[src/rtl/bus_pkg.sv]
// Shared types and helpers for the bus transfer sequencer.
package bus_pkg;

  localparam int unsigned DATA_W_DEF = 16;
  localparam int unsigned SEL_W_DEF  = 4;
  localparam int unsigned MAX_REGS   = 16;

  typedef enum logic [1:0] {
    IDLE  = 2'd0,
    DRIVE = 2'd1,
    LATCH = 2'd2,
    DONE  = 2'd3
  } state_e;

  // Index to one-hot; indices at or beyond MAX_REGS shift out to zero.
  function automatic logic [MAX_REGS-1:0] onehot_dec(input int unsigned idx);
    return MAX_REGS'(1) << idx;
  endfunction

endpackage

[src/rtl/sel_decode.sv]
// Register index to one-hot select, with an enable and an out-of-range flag.
module sel_decode
  import bus_pkg::*;
#(
  parameter int unsigned NUM_REGS = 8,
  parameter int unsigned SEL_W    = SEL_W_DEF
) (
  input  logic [SEL_W-1:0]    sel,
  input  logic                en,
  output logic [NUM_REGS-1:0] onehot_c,
  output logic                oor_c
);

  // Out-of-range indices never produce a select bit.
  assign oor_c    = (32'(sel) >= NUM_REGS);
  assign onehot_c = (en && !oor_c) ? NUM_REGS'(onehot_dec(32'(sel))) : '0;

endmodule

[src/rtl/bus_xfer_seq.sv]
// Register-to-register transfer sequencer for the shared data bus.
// Drives the source output enable, pulses the destination load enable,
// and snoops the bus on the load cycle.
// Optional macro XFER_IMM_EN: source index NUM_REGS selects an external
// immediate driver via imm_oe instead of a register output enable.
module bus_xfer_seq
  import bus_pkg::*;
#(
  parameter int unsigned NUM_REGS = 8,
  parameter int unsigned SEL_W    = SEL_W_DEF,
  parameter int unsigned DATA_W   = DATA_W_DEF
) (
  input  logic                clk,
  input  logic                reset,
  input  logic                req,
  input  logic [SEL_W-1:0]    src_sel,
  input  logic [SEL_W-1:0]    dst_sel,
  output logic                ready,
  output logic                ack,
  output logic                err,
  output logic [NUM_REGS-1:0] oe,
  output logic [NUM_REGS-1:0] in_en,
  input  logic [DATA_W-1:0]   bus,
`ifdef XFER_IMM_EN
  output logic                imm_oe,
  input  logic [DATA_W-1:0]   imm_data,
`endif
  output logic [DATA_W-1:0]   last_data
);

  state_e              state;
  logic [NUM_REGS-1:0] src_oh, dst_oh;
  logic [NUM_REGS-1:0] src_q, dst_q;
  logic                src_oor, dst_oor;
  logic                src_ok, accept, valid;
  logic                pend_err;

  sel_decode #(.NUM_REGS(NUM_REGS), .SEL_W(SEL_W)) u_src_dec (
    .sel      (src_sel),
    .en       (accept),
    .onehot_c (src_oh),
    .oor_c    (src_oor)
  );

  sel_decode #(.NUM_REGS(NUM_REGS), .SEL_W(SEL_W)) u_dst_dec (
    .sel      (dst_sel),
    .en       (accept),
    .onehot_c (dst_oh),
    .oor_c    (dst_oor)
  );

`ifdef XFER_IMM_EN
  logic src_imm;
  logic imm_q;
  logic imm_unused;

  // The immediate value is driven onto the bus outside this block.
  assign imm_unused = ^imm_data;
  assign src_imm    = (32'(src_sel) == NUM_REGS);
  assign src_ok     = !src_oor || src_imm;
`else
  assign src_ok     = !src_oor;
`endif

  // Request acceptance and validation of the live select inputs.
  assign accept = ready && req;
  assign valid  = src_ok && !dst_oor && (src_sel != dst_sel);

  // Sequencer state and registered control outputs.
  always_ff @(posedge clk) begin
    if (reset) begin
      state     <= IDLE;
      ready     <= 1'b1;
      ack       <= 1'b0;
      err       <= 1'b0;
      oe        <= '0;
      in_en     <= '0;
      last_data <= '0;
      src_q     <= '0;
      dst_q     <= '0;
      pend_err  <= 1'b0;
`ifdef XFER_IMM_EN
      imm_q     <= 1'b0;
      imm_oe    <= 1'b0;
`endif
    end else begin
      ready <= 1'b0;
      ack   <= 1'b0;
      err   <= 1'b0;
      oe    <= '0;
      in_en <= '0;
`ifdef XFER_IMM_EN
      imm_oe <= 1'b0;
`endif
      // Snoop the bus at the end of the cycle the load enable is visible.
      if (|in_en) last_data <= bus;

      case (state)
        IDLE: begin
          ready <= 1'b1;
          if (accept) begin
            ready <= 1'b0;
            src_q <= src_oh;
            dst_q <= dst_oh;
`ifdef XFER_IMM_EN
            imm_q <= src_imm;
`endif
            if (valid) begin
              state <= DRIVE;
            end else begin
              pend_err <= 1'b1;
              state    <= DONE;
            end
          end
        end
        DRIVE: begin
          oe    <= src_q;
`ifdef XFER_IMM_EN
          imm_oe <= imm_q;
`endif
          state <= LATCH;
        end
        LATCH: begin
          oe    <= src_q;
          in_en <= dst_q;
`ifdef XFER_IMM_EN
          imm_oe <= imm_q;
`endif
          state <= DONE;
        end
        DONE: begin
          ack      <= 1'b1;
          err      <= pend_err;
          pend_err <= 1'b0;
          state    <= IDLE;
        end
        default: state <= IDLE;
      endcase
    end
  end

endmodule
[config.mk]
export PLATFORM = sky130hd
export DESIGN_NAME = bus_xfer_seq
export DESIGN_NICKNAME = d
export VERILOG_FILES = /design/src/rtl/bus_pkg.sv /design/src/rtl/sel_decode.sv /design/src/rtl/bus_xfer_seq.sv
export SDC_FILE = /design/constraint.sdc
export NUM_CORES = 1
export LEC_CHECK = 0
export CELL_PAD_IN_SITES_DETAIL_PLACEMENT = 0
export CELL_PAD_IN_SITES_GLOBAL_PLACEMENT = 1
export CORE_MARGIN = 2
export CORE_UTILIZATION = 31
export CTS_CLUSTER_DIAMETER = 120
export DETAILED_ROUTE_END_ITERATION = 12
export PLACE_DENSITY = 0.84
export RECOVER_POWER = 100
export SLEW_MARGIN = 25
export SYNTH_ARGS = -nofsm -noshare
export SYNTH_HDL_FRONTEND = slang
export SYNTH_HIERARCHICAL = 1
export SYNTH_SLANG_ARGS = --single-unit
[constraint.sdc]
create_clock -name clk -period 1.52 [get_ports clk]
set_input_delay 0.152 -clock clk [delete_from_list [all_inputs] [get_ports clk]]
set_output_delay 0.152 -clock clk [all_outputs]
set_load 0.05 [all_outputs]
==> flow_metrics.tcl, run 1 <==
set metrics [dict create \
    finalCritPeriodShare_pct 91.11 \
    power_frac_clock_pct 29.7 \
    dieHeight_um 85.01 \
    hold_violations 0 \
    cp_data_arrival_time_ns 1.58 \
    crit_type "reg2reg" \
    p_seq_share_pct 46.8 \
    area_growth_pct 33.64 \
    ys_seq_area_share_pct 53.14 \
    min_period_ns 1.385 \
    grt_antenna_before_repair 0 \
    portBuffers 61 \
    wirelength_um 4204 \
    clk_latency_ns 0.29 \
    grt_pass1_vias 1546 \
    pwr-share-comb_pct 23.5 \
    drive_gt1_share_pct 11.15 \
    drc 0 \
    synth_nets 253 \
    syn-cell-area_um2 2034 \
    hpwlAfterDp_um 3094 \
    syn_inst 222 \
    cts_tree "done" \
    wl_met1_um 2031 \
    vias_per_cell 4.429 \
    synth_cell_types 27 \
    grt-ovfl-total 0 \
    pwr_density_cell_nw_per_um2 1190 \
    clock-sinks 54 \
    final_cells 373 \
    switching_share_pct 28.77 \
    worstHoldPathCells 2 \
    yosysTopAreaCell "dfxtp_1" \
    fmax_mhz 722.1 \
    cts_hold_buf 0 \
    finClkSkew_ns 0.004268 \
    power_switching_uw 931.1 \
    end_kind "flop" \
    clkTransAtPathRegs_ns 0.09 \
    tightestPinTransition_ns 0.6224 \
    initial_core_util_pct 32.04 \
    root_buffer "clkbuf_8" \
    timing.hold.ws_ns 0.4537 \
    reg2reg_slack_ns 0.14 \
    synth_top_area_share_pct 53.14 \
    numCtsBuffers 5 \
    p_leak_nw 0.9798 \
    relSlewSlack_pct 58.68 \
    min_path_type "reg2reg" \
    rsz0062_at_grt "no" \
    r2r-start "state[0]" \
    ios 62 \
    synth_edf_count 0 \
    rows 29 \
    antenna_cells 0 \
    finalMaxSlewViolations 0 \
    synth_area_per_cell_um2 9.164 \
    drv_cap 0 \
    die_area_um2 7227 \
    r2r-end "pend_err" \
    drtIter0Drc 33 \
    grt_pass1_wl_um 6893 \
    postCtsSetupBuffers 0 \
    yosysWarnings 6 \
    holdPathEnd "src_q[5]" \
    met2WireLength_um 1833 \
    final_nets 327 \
    wl_met3_um 301 \
    ys_async_sr_fraction_pct 0 \
    grt_usage_pct 11.61 \
    rr_worst_depth 6 \
    power.internal_mw 2.306 \
    wl_per_cell_um 11.27 \
    first_pass_iters 4 \
    dr.max_layer_used "met4" \
    place_congestion 0.7344 \
    cp_max_fo 6 \
    detail-route-antenna-nets 0 \
    grt_max_degree 30 \
    htreeDepth 2 \
    synthFlopType "dfxtp_1" \
    cp.required_ns 1.71 \
    die-width_um 85.01 \
    clk_path_buf_depth 2 \
    cts_resized 0 \
    vias 1652 \
    status "complete, no violations" \
    crit_path_start_kind "flop" \
    hp-start "src_q[5]" \
    synth_area_leaders "dfxtp_1 (53%), mux2i_1 (7.9%), nand2_1 (7.0%)" \
    core_area_um2 6350 \
    post-place-cells 366 \
    setup_viol 0 \
    ys_ff_latch 54 \
    ir_drop_mv 0.7052 \
]
-- critical path, stage by stage, from the launching register on --
cell and delay [ns]:
dfxtp_1 0.34, inv_1 0.11, ha_2 0.23, nand3_1 0.16, nand2_2 0.16, nand2_1 0.07
o221a_2 0.22
-- power groups by stage --
stage | Sequential [mW] | Clock (mW) | Combinational (mW)
6_report | 1.52 | 0.960 | 0.760
3_3_place_gp | 1.55 | 0 | 0.770
3_5_place_dp | 1.55 | 0 | 0.773
2_1_floorplan | 1.61 | 0 | 0.416
5_1_grt | 1.53 | 1.05 | 0.851
4_1_cts | 1.52 | 0.997 | 0.777
-- kinds of logic after synthesis --
| logic type | count (synthesis) | share of synthesized area [%] |
|---|---|---|
| compound gates | 21 | 5.781 |
| xor+xnor | 4 | 1.722 |
| fa+ha+maj | 4 | 2.460 |
| buf+inv | 13 | 2.829 |
| flops | 54 | 53.14 |
| mux | 16 | 7.872 |
| simple gates | 110 | 26.20 |
-- state kept, by name (all words and copies together) (netlist names), 2 cells and up --
| name | count |
|---|---|
| src_q | 8 |
| state | 2 |
| in_en | 8 |
| last_data | 16 |
| dst_q | 8 |
| oe | 8 |
-- Yosys cell counts, drive strengths merged, types with 4 or more instances --
cell,n
clkbuf,7
nor3,4
ha,4
nand2,39
a21oi,18
dfxtp,54
nor2,30
mux2i,16
nand2b,4
xnor2,4
and2,18
-- layer usage --
layer | vias to the layer above | global-route usage, %
met5 | - | 0
met4 | 0 | 3.030
met3 | 5 | 3.307
met2 | 53 | 19.74
met1 | 725 | 14.45
li1 | 869 | -
-- through the flow --
| step | total power [mW] | util (%) | worst slack, ns | cell area (µm²) | TNS (ns) |
|---|---|---|---|---|---|
| 6_report | 3.237 | 42.82 | 0.1352 | 2719 | 0 |
| 5_1_grt | 3.428 | 42.82 | 0.01642 | 2719 | 0 |
| 4_1_cts | 3.292 | 44.85 | 0.07489 | 2848 | 0 |
| 3_5_place_dp | 2.324 | 43.07 | -0.03091 | 2735 | -0.1475 |
| 3_3_place_gp | 2.321 | 43.07 | -0.01677 | 2735 | -0.03237 |
| 2_1_floorplan | 2.023 | - | 0.004317 | 2042 | 0 |
-- layout by cell type, fill, tap and decap left out, types with 2 or more instances in the layout --
cell type	count
and2_0	7
a21oi_1	18
dfxtp_1	53
nand2_2	2
nor2_1	30
xnor2_1	4
mux2i_1	16
nor2b_1	3
buf_4	14
nor3_1	2
or3b_4	2
nand2b_1	4
and3_1	2
nand3b_1	2
nor3_2	2
clkbuf_8	6
clkbuf_1	35
nand2_1	37
and2_1	11
clkdlybuf4s50_1	26
nand4_1	2
ha_1	3
nand3_1	2
inv_1	3
-- cell type report --
type	count	area, µm²
clock buffer	6	82.58
inverter	3	11.26
tap	77	96.34
timing repair buffer	77	509.2
clock inverter	1	30.03
sequential	54	1082
multi-input combinational	155	907.1
fill	639	3631
-- how the worst max path moves through the flow --
stage / from / endpoint / slack (ns) / depth (start not counted)
6_report: state[0] / pend_err / 0.14 / 6
5_1_grt: state[0] / pend_err / 0.02 / 6
4_1_cts: state[0] / pend_err / 0.07 / 6
3_5_place_dp: req / src_q[2] / -0.03 / 6
3_3_place_gp: req / src_q[0] / -0.02 / 6
2_1_floorplan: in_en[1] / last_data[10] / 0.004 / 5
(Power assumes the default switching activity.)
==> inputs of run 2 (changes only) <==
==> constraint.sdc (replaced) <==
create_clock -name clk -period 1.52 [get_ports clk]
set_input_delay 0.304 -clock clk [delete_from_list [all_inputs] [get_ports clk]]
set_output_delay 0.304 -clock clk [all_outputs]
set_load 0.05 [all_outputs]
==> flow_metrics.tcl, run 2 (synthesis gave the netlist of run 1 again) <==
set metrics [dict create \
    clock-sinks 54 \
    first_pass_iters 4 \
    path_cells "clkdlybuf4s50_1 > and2_0 > or3b_4 > nor3_2 > nand2_1 > a21oi_1" \
    crit_slowest_cell "clkdlybuf4s50_1" \
    drv_cap 0 \
    place_congestion 0.7961 \
    clk_path_buf_depth 2 \
    final_nets 334 \
    finalMaxSlewViolations 0 \
    fillCellCount 614 \
    drive_gt1_share_pct 18.09 \
    clk_latency_ns 0.30 \
    crit_path_start_kind "primary input" \
    vias 1688 \
    post_dp_cell_area_um2 3226 \
    antenna_cells 0 \
    max_stage_delay_ns 0.47 \
    grt_max_degree 18 \
    initial_core_util_pct 32.04 \
    pwr_density_cell_nw_per_um2 1134 \
    final_common_cell "dfxtp_1" \
    ir_drop_mv 0.7867 \
    hold_violations 0 \
    relSlewSlack_pct 65.16 \
    htreeDepth 2 \
    finalPower_mw 3.355 \
    finClkSkew_ns 0.002914 \
    numCtsBuffers 5 \
    area_growth_pct 45.45 \
    final_cell_area_um2 2959 \
    status "complete, no violations" \
    vias_per_cell 4.430 \
    grt_antenna_before_repair 0 \
    wirelength_um 4262 \
    core_area_um2 6350 \
    finalCritPeriodShare_pct 93.52 \
    fmax_mhz 703.5 \
    rsz0062_at_grt "no" \
    drtIter0Drc 27 \
    tns_ns 0 \
    portBuffers 61 \
    regMostFlops "last_data" \
    grt_usage_pct 12.23 \
    dieHeight_um 85.01 \
    cts_hold_buf 0 \
    crit_type "in2reg" \
    end_kind "flop" \
    ios 62 \
    grt_pass1_wl_um 7162 \
    tightestPinTransition_ns 0.5217 \
    die-width_um 85.01 \
    min_path_type "reg2reg" \
    cp.required_ns 1.76 \
    grt-ovfl-total 0 \
    mostFrequentLayoutCells "dfxtp_1 (54), nand2_1 (37), nor2_1 (30), clkdlybuf4s50_1 (25), buf_4 (20)" \
    wl_per_cell_um 11.19 \
    root_buffer "clkbuf_8" \
    clkTransAtPathRegs_ns 0.10 \
    p_leak_nw 1.452 \
    detail-route-antenna-nets 0 \
    cp_max_fo 4 \
    cp_data_arrival_time_ns 1.66 \
    post-place-cells 373 \
    min_period_ns 1.422 \
    setup_viol 0 \
    rows 29 \
    utilization_pct 46.60 \
    hpwlAfterDp_um 3252 \
    cts_tree "done" \
    postCtsSetupBuffers 0 \
    reg2reg_slack_ns 0.1 \
    drc 0 \
    final_cells 381 \
    grt_pass1_vias 1624 \
    largest_register_ffs 16 \
    die_area_um2 7227 \
]
==> run 2: cell types whose count changed in the layout (fill, tap and decap cells not counted), moves of 6 or more <==
cell	before	now
buf_4	14	20
clkbuf_1	35	2
clkbuf_2	1	17
dlymetal6s2s_1	0	18
==> run 2: path summary, 6_finish.rpt <==
path / endpoint / cells past startpoint / start
worst max-delay path: src_q[0] / 6 / req
worst min-delay path: dst_q[5] / 2 / dst_q[5]
worst max register to register: src_q[0] / 5 / ready
worst min register to register: dst_q[5] / 2 / dst_q[5]
==> run 2: worst max-delay path, delay by kind of cell <==
family	cells	cell delay, ns
compound gates	1	0.12
simple gates	4	0.77
buf+inv	1	0.47
==> run 2: area by class of cell <==
type	instances	area, µm²	area share, %
Timing Repair Buffer	84	748.2	25.29
Tap cell	77	96.34	3.256
Multi-Input combinational cell	155	909.6	30.74
Sequential cell	54	1081	36.53
Clock buffer	5	68.82	2.326
Clock inverter	3	43.79	1.480
Inverter	3	11.26	0.3805
==> run 2: repair_timing <==
item | CTS | global route
endpoints found under the setup margin | 0 | 7
gates resized for setup | 0 | 2
endpoints found under the hold margin | 0 | 0
==> run 2: per-layer routing <==
layer / global-route usage [%] / wire [µm] / vias up
li1: - / - / 883
met1: 15.01 / 2040 / 750
met2: 20.38 / 1939 / 53
met3: 3.891 / 260 / 2
met4: 3.896 / 22 / 0
met5: 0 / 0 / -
==> run 2: power breakdown <==
| group | total (mW) | internal [mW] | leakage, nW | switching, mW |
|---|---|---|---|---|
| clock | 0.960 | 0.494 | 0.0585 | 0.466 |
| sequential | 1.52 | 1.47 | 0.436 | 0.0465 |
| combinational | 0.875 | 0.401 | 0.958 | 0.473 |
| total | 3.35 | 2.37 | 1.45 | 0.986 |
==> run 2: metrics by stage <==
step           hold slack, ns  worst slack (ns)
5_1_grt                0.4742           0.01235
3_3_place_gp           0.4395           -0.1669
6_report               0.4531           0.09846
4_1_cts                0.4571           0.09021
2_1_floorplan          0.4296          0.004317
3_5_place_dp           0.4401           -0.1980
